$ cat src/rtl/serial_pattern_pkg.sv
// Shared types and helpers for the programmable serial pattern detector.
package serial_pattern_pkg;

  localparam int PAT_W_MAX = 16;

  function automatic int len_w(input int pat_w);
    return $clog2(pat_w + 1);
  endfunction

  // Progress p ranges 0..PAT_W_MAX, so it needs one bit more than an index.
  typedef logic [$clog2(PAT_W_MAX + 1)-1:0] prog_t;

  typedef enum logic {
    MATCH_NONOVL = 1'b0,
    MATCH_OVL    = 1'b1
  } ovl_mode_t;

  function automatic prog_t clamp_len(input prog_t raw, input int pat_w);
    if (raw == '0) return prog_t'(1);
    if (int'(raw) > pat_w) return prog_t'(pat_w);
    return raw;
  endfunction

endpackage

$ cat src/rtl/serial_pattern_next.sv
// KMP fallback search: the longest pattern prefix that is a suffix of
// (pattern[b-1:0] followed by w), capped at len.
module serial_pattern_next
  import serial_pattern_pkg::*;
#(
  parameter int PAT_W = 8
) (
  input  logic [PAT_W-1:0] pattern,
  input  prog_t            len,
  input  prog_t            b,
  input  logic             w,
  output prog_t            nxt
);

  always_comb begin
    logic [PAT_W-1:0] mask;
    logic [PAT_W-1:0] tail;
    logic [PAT_W-1:0] pk;
    int               sh;
    mask = '0;
    tail = '0;
    pk   = '0;
    sh   = 0;
    nxt  = '0;
    // Ascending k, so the last hit is the longest valid suffix.
    for (int k = 1; k <= PAT_W; k++) begin
      sh   = (k <= int'(b) + 1) ? (int'(b) + 1 - k) : 0;
      mask = {PAT_W{1'b1}} >> (PAT_W - k + 1);
      tail = pattern >> sh;
      pk   = pattern >> (k - 1);
      if ((k <= int'(b) + 1) && (k <= int'(len)) && (pk[0] == w) &&
          ((tail & mask) == (pattern & mask)))
        nxt = prog_t'(k);
    end
  end

endmodule

$ cat src/rtl/serial_pattern_fsm.sv
// Runtime-programmable Moore serial pattern detector with overlap control.
// Optional saturating match counter enabled by SERIAL_PATTERN_MATCH_CNT_EN.
module serial_pattern_fsm
  import serial_pattern_pkg::*;
#(
  parameter int               PAT_W       = 8,
  parameter logic [PAT_W-1:0] DEF_PATTERN = 8'b0000_1101,
  parameter int               DEF_LEN     = 4,
  parameter bit               DEF_OVERLAP = 1'b1,
  parameter int               CNT_W       = 8
) (
  input  logic                      clk,
  input  logic                      reset,
  input  logic                      w,
  input  logic                      w_valid,
  input  logic                      cfg_load,
  input  logic [PAT_W-1:0]          cfg_pattern,
  input  logic [len_w(PAT_W)-1:0]   cfg_len,
  input  logic                      cfg_overlap,
  output logic                      z,
  output logic [CNT_W-1:0]          match_cnt
);

  prog_t            p;
  prog_t            len_r;
  logic [PAT_W-1:0] pattern_r;
  ovl_mode_t        mode_r;
  prog_t            base;
  prog_t            p_kmp;
  prog_t            p_nxt;
  prog_t            len_cfg;

  assign len_cfg = clamp_len(prog_t'(cfg_len), PAT_W);

  // A completed match restarts from scratch unless overlapping is allowed.
  assign base  = (p == len_r && mode_r == MATCH_NONOVL) ? '0 : p;
  assign p_nxt = (p > len_r) ? '0 : p_kmp;

  serial_pattern_next #(
    .PAT_W(PAT_W)
  ) u_next (
    .pattern(pattern_r),
    .len    (len_r),
    .b      (base),
    .w      (w),
    .nxt    (p_kmp)
  );

  always_ff @(posedge clk) begin
    if (reset) begin
      p         <= '0;
      pattern_r <= DEF_PATTERN;
      len_r     <= clamp_len(prog_t'(DEF_LEN), PAT_W);
      mode_r    <= DEF_OVERLAP ? MATCH_OVL : MATCH_NONOVL;
      z         <= 1'b0;
    end else if (cfg_load) begin
      p         <= '0;
      pattern_r <= cfg_pattern;
      len_r     <= len_cfg;
      mode_r    <= cfg_overlap ? MATCH_OVL : MATCH_NONOVL;
      z         <= 1'b0;
    end else if (w_valid) begin
      p         <= p_nxt;
      z         <= (p_nxt == len_r);
    end
  end

`ifdef SERIAL_PATTERN_MATCH_CNT_EN
  logic [CNT_W-1:0] cnt_r;

  always_ff @(posedge clk) begin
    if (reset || cfg_load)
      cnt_r <= '0;
    else if (w_valid && p_nxt == len_r && cnt_r != {CNT_W{1'b1}})
      cnt_r <= cnt_r + CNT_W'(1);
  end

  assign match_cnt = cnt_r;
`else
  assign match_cnt = '0;
`endif

endmodule

$ cat config.mk
export PLATFORM = sky130hd
export DESIGN_NAME = serial_pattern_fsm
export DESIGN_NICKNAME = d
export VERILOG_FILES = /design/src/rtl/serial_pattern_pkg.sv /design/src/rtl/serial_pattern_next.sv /design/src/rtl/serial_pattern_fsm.sv
export SDC_FILE = /design/constraint.sdc
export NUM_CORES = 1
export LEC_CHECK = 0
export CORE_MARGIN = 8
export CORE_UTILIZATION = 50
export CTS_CLUSTER_SIZE = 28
export DETAILED_ROUTE_END_ITERATION = 12
export GPL_TIMING_DRIVEN = 0
export PLACE_DENSITY = 0.69
export SETUP_SLACK_MARGIN = 0.1
export SLEW_MARGIN = 10
export SYNTH_ARGS = -nofsm -noshare
export SYNTH_HDL_FRONTEND = slang
export SYNTH_SLANG_ARGS = --single-unit
$ cat constraint.sdc
create_clock -name clk -period 18.7 [get_ports clk]
set_input_delay 3.74 -clock clk [delete_from_list [all_inputs] [get_ports clk]]
set_output_delay 3.74 -clock clk [all_outputs]
set_load 0.05 [all_outputs]
==> run summary <==
Worst relative slew slack -> 23.5%
CP max stage delay -> 0.58 ns
Clock buffer depth -> 2
CP Launch Type -> flop
CP max stage cell -> or4_1
DRC Markers -> 0
Place WS -> 11.27 ns
CTS buffer count -> 3
Hold_sp -> z
Port bufs -> 17
Tcrit/Tclk final -> 40.9%
Worst Hold End -> z
DRT Pass-1 Iters -> 8
Reg2Reg Depth -> 28
Cts repair resizes -> 0
Worst VDD drop -> 0.0591 mV
Crit path top cell by count -> ha_1
Ys async rst share -> 0%
Final setup fails -> 0
Nets -> 749
Die height -> 115 um
DRT iter0 DRCs -> 1081
Placer Congestion -> 1.04
Critical-path maximum fanout -> 10
Seq/Total Area, Yosys -> 7.29%
Crit end category -> flop
WL/cell -> 26.3 um
RSZ-0062 raised after global routing -> no
Largest net degree at the start of global routing -> 12
Die area -> 13300 um2
Postcts setup bufs -> 0
Sink Count -> 18
Clk Latency, worst-skew pair -> 0.25 ns
Vias in the first global route -> 5962
Final setup margin -> 11.04 ns
Max_cap viols -> 0
Syn Inst Count -> 683
Final Hold Fails -> 0
Total Routed Length -> 22200 um
Tightest Pin Transition -> 1.14 ns
Layout Skew -> 0.00225 ns
Total GRT Usage -> 33.0%
Synth Warn # -> 0
Antenna diodes -> 0
Hold path depth -> 2
Max Clock Freq -> 131 MHz
Reg2Reg Setup Slack -> 11.04 ns
CTS tree -> done
First-pass GRT wire length -> 33900 um
Clock transition at the registers of the reported paths -> 0.07 ns
Cell Area, Synth -> 4940 um2
Final min period -> 7.66 ns
Post-synth top flop -> dfxtp_1
Clock root cell -> clkbuf_8
Pins over their slew limit -> 0
Kind of critical path -> flop to flop
Area Growth Syn to Fin -> 8.46%
Total number of vias -> 6215
Core Rows -> 36
Power Density -> 28.0 nW/um2
Fillcell total -> 949
Status -> finished clean
HP Class -> flop to flop
Netlist cell types -> 102
Hold buffers post-CTS -> 0
Grt ovf -> 0
Die width -> 115 um
Initial Util -> 51.0%
Initial antenna violation count -> 0
Critical path required time -> 18.86 ns
RR Endpoint -> z
EDFF count, synth -> 0
TNS Setup -> 0 ns
H-tree levels -> 1
Detailed Place HPWL -> 16800 um
Avg Inst Size Synth -> 7.23 um2
R2R Path Start -> p[0]
Lkg Pwr -> 1.86 nW
ANT nets after route -> 0
Num ports -> 27
Post-DR vias/cell -> 7.36
Worst Path Arrival -> 7.82 ns
Core area -> 9680 um2
Flops & latches, synth -> 18
Share of cells above drive strength 1 -> 11.4%
[worst max path at each step]
| stage | slack (ns) | endpoint | start |
|---|---|---|---|
| floorplan | 12.33 | z | w |
| global placement | 11.32 | z | p[0] |
| detailed placement | 11.27 | z | p[0] |
| CTS | 11.21 | z | p[0] |
| global route | 10.73 | z | p[0] |
| finish | 11.04 | z | p[0] |
[power by group]
group	switching [W]	internal [W]	total, W
clock network	0.0000122	0.0000187	0.0000309
logic	0.0000504	0.0000258	0.0000762
registers	0.00000261	0.0000402	0.0000428
[routing by layer]
metal,share of wire [%],routed length (um),global-route usage (%),vias to the layer above
met1,38,8430,40.3,2849
met3,14,3200,9.77,142
met2,41,9160,50.4,538
met4,6.4,1420,18.7,0
li1,-,-,-,2686
met5,0,0,0,-
[Yosys cell counts (8+ instances only)]
library cell / instances / area (um2)
nor2_1: 51 / 191
nand2_1: 48 / 180
mux2i_1: 33 / 330
a21oi_1: 31 / 155
clkbuf_1: 28 / 105
inv_1: 28 / 105
o21ai_0: 27 / 135
nand3_1: 23 / 115
nor3_1: 23 / 115
o211ai_1: 21 / 158
ha_1: 19 / 238
dfxtp_1: 18 / 360
a211oi_1: 14 / 105
xnor2_1: 14 / 123
a22oi_1: 13 / 97.6
nor2b_1: 12 / 75.1
buf_6: 11 / 124
xor2_1: 11 / 96.3
o2111ai_1: 10 / 87.6
a31oi_1: 9 / 56.3
buf_2: 9 / 45.0
buf_4: 9 / 67.6
o22ai_1: 9 / 56.3
o31ai_1: 9 / 67.6
a211o_1: 8 / 70.1
nand2b_1: 8 / 50.1
nor4_1: 8 / 50.1
o221ai_1: 8 / 70.1
[cells by family (layout without fill, tap and decap cells)]
family	Yosys count	count (layout)	share of synthesized area (%)
buffers and inverters	102	123	11.9
flip-flops	18	18	7.29
multiplexers	40	40	8.51
AND/OR/NAND/NOR	228	228	24.2
AO/OA/AOI/OAI	250	250	38.7
XOR/XNOR	25	25	4.43
other	1	8	0.0759
adder cells (fa/ha/maj)	19	19	4.81
[placed cells by master (no fill, tap or decap), types with 9 or more instances in the layout]
cell | Yosys | final
a22oi_1 | 13 | 13
ha_1 | 19 | 19
buf_2 | 9 | 9
inv_1 | 28 | 28
o2111ai_1 | 10 | 10
nor3_1 | 23 | 23
dfxtp_1 | 18 | 18
a31oi_1 | 9 | 9
nand3_1 | 23 | 23
buf_4 | 9 | 9
a21oi_1 | 31 | 31
o31ai_1 | 9 | 9
nand2_1 | 48 | 48
nor2_1 | 51 | 51
nor2b_1 | 12 | 12
o22ai_1 | 9 | 9
clkbuf_8 | 5 | 9
clkdlybuf4s50_1 | 0 | 17
o21ai_0 | 27 | 27
buf_6 | 11 | 11
xor2_1 | 11 | 11
xnor2_1 | 14 | 14
o211ai_1 | 21 | 21
a211oi_1 | 14 | 14
clkbuf_1 | 28 | 28
mux2i_1 | 33 | 33
[final cells by class]
cell class / instances / area, um2 / share of cell area (%)
inverter: 30 / 113 / 2.10
clock buffer: 4 / 55.1 / 1.03
sequential: 18 / 360 / 6.73
multi-input combinational: 570 / 4020 / 75.0
buffer: 72 / 475 / 8.87
timing repair buffer: 17 / 170 / 3.18
tap: 133 / 166 / 3.11
[flip-flops by register name, summed over array words and instances, names as in the netlist]
name       cells
p              4
len_r          4
z              1
pattern_r      8
mode_r         1
[critical path, delay by kind of cell (launching register included)]
family	cells	cell delay (ns)
AOI/OAI and AO/OA	5	1.54
xor gates and xnor gates	1	0.14
adders and majority gates	4	1.36
buffers and inverters	7	1.69
DFF	1	0.31
and+or+nand+nor	11	2.53
[per-stage QoR]
stage                     cell area (um2)  util, %  hold WS (ns)  std cells  total power [W]
after floorplan                      4970        -         0.546        690        0.0000915
after global placement               5300     54.8         0.461        840         0.000115
after detailed placement             5300     54.8         0.489        840         0.000115
after CTS                            5360     55.3         0.501        844         0.000147
after global routing                 5360     55.3         0.533        844         0.000156
final                                5360     55.3         0.503        844         0.000150
(Power assumes the default switching activity.)
